**src/rtl/instr_sequencer.sv**
```systemverilog
// rtl/instr_sequencer.sv - fetch/decode/execute sequencer for the arithmetic datapath
// Optional single-step PAUSE state and step port under INSTR_SEQUENCER_STEP_EN.
module instr_sequencer #(
  parameter int PC_W    = 8,
  parameter int MUL_CYC = 3
) (
  input  logic            clk,
  input  logic            rst_n,
  input  logic            start,
`ifdef INSTR_SEQUENCER_STEP_EN
  input  logic            step,
`endif
  output logic            imem_req,
  output logic [PC_W-1:0] imem_addr,
  input  logic            imem_ack,
  input  logic [31:0]     imem_rdata,
  output logic [31:0]     ir,
  output logic            exec_en,
  output logic            busy,
  output logic            halted,
  output logic            illegal
);

  localparam int CNT_W = (MUL_CYC > 1) ? $clog2(MUL_CYC) : 1;
  localparam logic [CNT_W-1:0] WAIT_LOAD = CNT_W'(MUL_CYC - 1);
  localparam logic [4:0] OP_MUL  = 5'd4;
  localparam logic [4:0] OP_HALT = 5'b11111;

  typedef enum logic [2:0] {
    IDLE   = 3'd0,
    FETCH  = 3'd1,
    DECODE = 3'd2,
    EXEC   = 3'd3,
    WAIT   = 3'd4,
    HALT   = 3'd5
`ifdef INSTR_SEQUENCER_STEP_EN
    ,PAUSE = 3'd6
`endif
  } state_t;

  // Where an instruction goes once it retires: single-step parks in PAUSE.
`ifdef INSTR_SEQUENCER_STEP_EN
  localparam state_t RETIRE_STATE = PAUSE;
`else
  localparam state_t RETIRE_STATE = FETCH;
`endif

  state_t            state_q, state_d;
  logic [PC_W-1:0]   pc_q, pc_d;
  logic [31:0]       ir_q, ir_d;
  logic [CNT_W-1:0]  cnt_q, cnt_d;
  logic              ill_q, ill_d;
  logic [4:0]        opcode;

  assign opcode = ir_q[31:27];

  always_ff @(posedge clk) begin
    if (!rst_n) begin
      state_q <= IDLE;
      pc_q    <= '0;
      ir_q    <= '0;
      cnt_q   <= '0;
      ill_q   <= 1'b0;
    end else begin
      state_q <= state_d;
      pc_q    <= pc_d;
      ir_q    <= ir_d;
      cnt_q   <= cnt_d;
      ill_q   <= ill_d;
    end
  end

  always_comb begin
    state_d = state_q;
    pc_d    = pc_q;
    ir_d    = ir_q;
    cnt_d   = cnt_q;
    ill_d   = ill_q;
    case (state_q)
      IDLE, HALT: begin
        if (start) begin
          pc_d    = '0;
          ill_d   = 1'b0;
          state_d = FETCH;
        end
      end
      FETCH: begin
        if (imem_ack) begin
          ir_d    = imem_rdata;
          state_d = DECODE;
        end
      end
      DECODE: begin
        if (opcode <= OP_MUL) begin
          state_d = EXEC;
        end else if (opcode == OP_HALT) begin
          state_d = HALT;
        end else begin
          ill_d   = 1'b1;
          state_d = HALT;
        end
      end
      EXEC: begin
        if ((MUL_CYC > 1) && (opcode == OP_MUL)) begin
          cnt_d   = WAIT_LOAD;
          state_d = WAIT;
        end else begin
          pc_d    = pc_q + 1'b1;
          state_d = RETIRE_STATE;
        end
      end
      WAIT: begin
        // Counter holds the WAIT cycles still to run, including this one.
        if (cnt_q <= CNT_W'(1)) begin
          cnt_d   = '0;
          pc_d    = pc_q + 1'b1;
          state_d = RETIRE_STATE;
        end else begin
          cnt_d = cnt_q - 1'b1;
        end
      end
`ifdef INSTR_SEQUENCER_STEP_EN
      PAUSE: begin
        if (step) begin
          state_d = FETCH;
        end
      end
`endif
      default: state_d = IDLE;
    endcase
  end

  assign imem_req  = (state_q == FETCH);
  assign imem_addr = pc_q;
  assign ir        = ir_q;
  assign exec_en   = (state_q == EXEC);
  assign busy      = (state_q != IDLE) && (state_q != HALT);
  assign halted    = (state_q == HALT);
  assign illegal   = ill_q;

endmodule

```
**config.mk**
```make
export PLATFORM = sky130hd
export DESIGN_NAME = instr_sequencer
export DESIGN_NICKNAME = d
export VERILOG_FILES = /design/src/rtl/instr_sequencer.sv
export SDC_FILE = /design/constraint.sdc
export NUM_CORES = 1
export LEC_CHECK = 0
export CAP_MARGIN = 5
export CELL_PAD_IN_SITES_DETAIL_PLACEMENT = 1
export CELL_PAD_IN_SITES_GLOBAL_PLACEMENT = 1
export CORE_UTILIZATION = 25
export DETAILED_ROUTE_END_ITERATION = 10
export PLACE_DENSITY = 0.76
export SYNTH_ARGS = -nofsm -noshare
export SYNTH_HDL_FRONTEND = slang
export SYNTH_SLANG_ARGS = --single-unit
export TNS_END_PERCENT = 30
```
**constraint.sdc**
```tcl
create_clock -name clk -period 1.2 [get_ports clk]
set_input_delay 0.24 -clock clk [delete_from_list [all_inputs] [get_ports clk]]
set_output_delay 0.24 -clock clk [all_outputs]
set_load 0.02 [all_outputs]
```
==> flow_summary.ini <==
[floorplan]
start_util = 0.265
core-area_um2 = 7890
die_area_um2 = 8720
die_x_um = 93.4
placementRows = 32
io_pins = 81
die-height_um = 93.4

[logic_synthesis]
synth_nets = 282
synth_compound_gate_area_share = 0.247
async_flop_share = 0
ys_types = 44
ys_seq_area_frac = 0.441
synth-xor-area-share = 0.00419
synth_top_family_by_area = simple AND/OR/NAND/NOR gates
syn_area_per_cell_um2 = 8.52
synth.most_common_cell = nand2_1
synth_edf_count = 0
yosys.area_share.simple = 0.253
synth-seq-cells = 46
synth_mux_area_frac = 0.00479
syn_area_um2 = 2090
synth_top_area_frac = 0.441
synth_top_cells_by_count = nand2_1, dfxtp_1, a21boi_1, clkbuf_1, o21ai_0
synth_ff_type = dfxtp_1
synth_fa_ha_area_frac = 0.00599
syn_inst = 245
synth_area_leader_cell = dfxtp_1
synthTopCellsByArea = dfxtp_1, nand2_1, a21boi_1
ys_warn_count = 0

[pwr]
p_sw_mw = 1.07
ir_worst_vdd_mv = 0.423
totalPowerFinal_mw = 3.66
pwr-share-comb = 0.272
swShare = 0.292
p_per_area_nw_per_um2 = 1020
sequentialPowerShare = 0.452
intPower_mw = 2.59
p_clk_frac = 0.276
p_leak_nw = 1.49

[timing]
rsz0062_at_grt = yes
fin_skew_ps = 14.9
period_needed_ps = 1450
worst_slack_ps = -248
tightest_slew_ps = 282
timing.fmax_mhz = 691
drv_slew = 0
hold_viol_final = 0
setup_violations = 50
min_period_over_period = 1.21
relSlewSlack = 0.812

[critical_path]
timing.rr.end = imem_addr[3]
arrival_ps = 1660
regToRegSetupSlack_ps = -250
critPathKind = reg2reg
crit_fanout = 8
worstReg2RegStart = state_q[2]
end_kind = flop
timing.critical_path.required_ps = 1410
startpoint_type = flop
reg2regPathDepth = 4

[route]
ant_nets = 0
drtIter0Drc = 80
wirelength_um = 7040
drc = 0
vias = 2219
wl_per_cell_um = 15.0
drt-pass1-iter-count = 3
routed_via_density = 4.74

[clock_network]
htreeDepth = 2
clock-sinks = 46
clk_pin_slew_ps = 100
clock_latency_ps = 310
cts_buffers = 5
cts_tree = yes
cts_root_buf = clkbuf_8
cts_buffer_depth = 2

[grt]
grtUsageTotal = 0.157
grt_pass1_vias = 2285
antenna_found_initial = 0
grt_max_degree = 33
grt_pass1_wl_um = 10800
grt-ovfl-total = 0

[status]
status = finished, violations left
violations = setup timing

[layout]
nets = 402
layout-drive-gt1-share = 0.402
fin_cells = 468
fill_cells = 953
antenna_cells = 0
final_util = 0.456
syn_to_final_growth_pct = 72.4

[hold_path]
holdPathStages = 2
hold_class = reg2reg
min_from = ir[14]
hold_path_end = ir[14]

[job]
drv_cap = 0

[place]
numPortBuffers = 80
gp_congestion = 0.742
hpwlAfterDp_um = 4870
dpl.cell_count = 451
## power groups by stage
| stage | Sequential (mW) | Combinational (mW) | Clock (mW) |
|---|---|---|---|
| final | 1.66 | 0.995 | 1.01 |
| after global routing | 1.67 | 1.07 | 1.13 |
| after CTS | 1.66 | 0.882 | 1.05 |
| after detailed placement | 1.69 | 0.863 | 0 |
| after global placement | 1.68 | 0.846 | 0 |
| after floorplan | 1.76 | 0.309 | 0 |
## kinds of logic (layout without fill, tap and decap cells)
group                    after synthesis  count (layout)
AO/OA/AOI/OAI                         69              69
buffers and inverters                 19             140
flip-flops                            46              46
XOR/XNOR                               1               1
adder cells (fa/ha/maj)                1               1
AND/OR/NAND/NOR                      108             108
multiplexers                           1               1
## sequential cells by signal (all words and copies together), names as in the netlist
name / count
ir: 32
imem_addr: 8
state_q: 3
cnt_q: 2
illegal: 1
## worst max-delay path: stages, from the launching register on
cell	delay [ps]
dfxtp_4	400
and3b_2	280
a21bo_4	270
and3_4	180
o221a_1	210
## routing by layer
metal	wire (um)	up-vias	share of wire	GRT usage
met5	0	-	0	0
met4	48	0	0.0068	0.0346
met3	403	5	0.057	0.0585
met2	3540	59	0.50	0.288
met1	3050	1066	0.43	0.172
li1	-	1089	-	-
## cell usage in the layout (no fill, tap or decap), types with 5 or more instances in the layout
master | Yosys | final
dfxtp_2 | 0 | 6
clkbuf_8 | 0 | 6
clkdlybuf4s15_2 | 0 | 8
dfxtp_1 | 46 | 36
buf_2 | 6 | 19
o21ai_1 | 3 | 5
nand2_1 | 70 | 62
buf_12 | 0 | 6
o221a_1 | 6 | 6
clkbuf_2 | 0 | 12
a21boi_2 | 0 | 6
clkdlybuf4s50_1 | 0 | 35
buf_6 | 1 | 9
buf_4 | 1 | 36
a21boi_1 | 34 | 31
## layout make-up
type	instances	area (um2)	area share
clock inverters	1	5.00	0.00139
clock buffers	7	86.3	0.0240
well taps	102	128	0.0355
multi-input cells	180	1250	0.347
repair buffers	129	1180	0.327
flip-flops and latches	46	943	0.262
inverters	3	11.3	0.00313
## stage by stage
| stage | area [um2] | worst slack (ps) | hold slack (ps) | TNS [ps] |
|---|---|---|---|---|
| floorplan | 2090 | -240 | 375 | -8400 |
| detailed placement | 3300 | -389 | 447 | -12700 |
| global route | 3600 | -301 | 472 | -13110 |
| finish | 3600 | -248 | 455 | -9940 |
| CTS | 3500 | -257 | 459 | -9290 |
| global placement | 3300 | -332 | 440 | -10260 |
## worst max-delay path by stage
stage	start	end	slack, ps
finish	state_q[2]	imem_addr[3]	-250
global route	state_q[1]	ir[13]	-300
CTS	state_q[1]	halted	-260
detailed placement	state_q[0]	halted	-390
global placement	state_q[0]	halted	-330
floorplan	state_q[2]	imem_addr[6]	-240
## what timing repair did
item                                   4_1_cts  5_1_grt
hold buffers                                 0        0
pin swaps                                   11       14
cloned                                       0        3
buffers inserted                             2        5
setup endpoints to repair                   91       80
gates resized for setup                    171       67
endpoints found under the hold margin        0        0
Power figures use the tool's default switching activity.
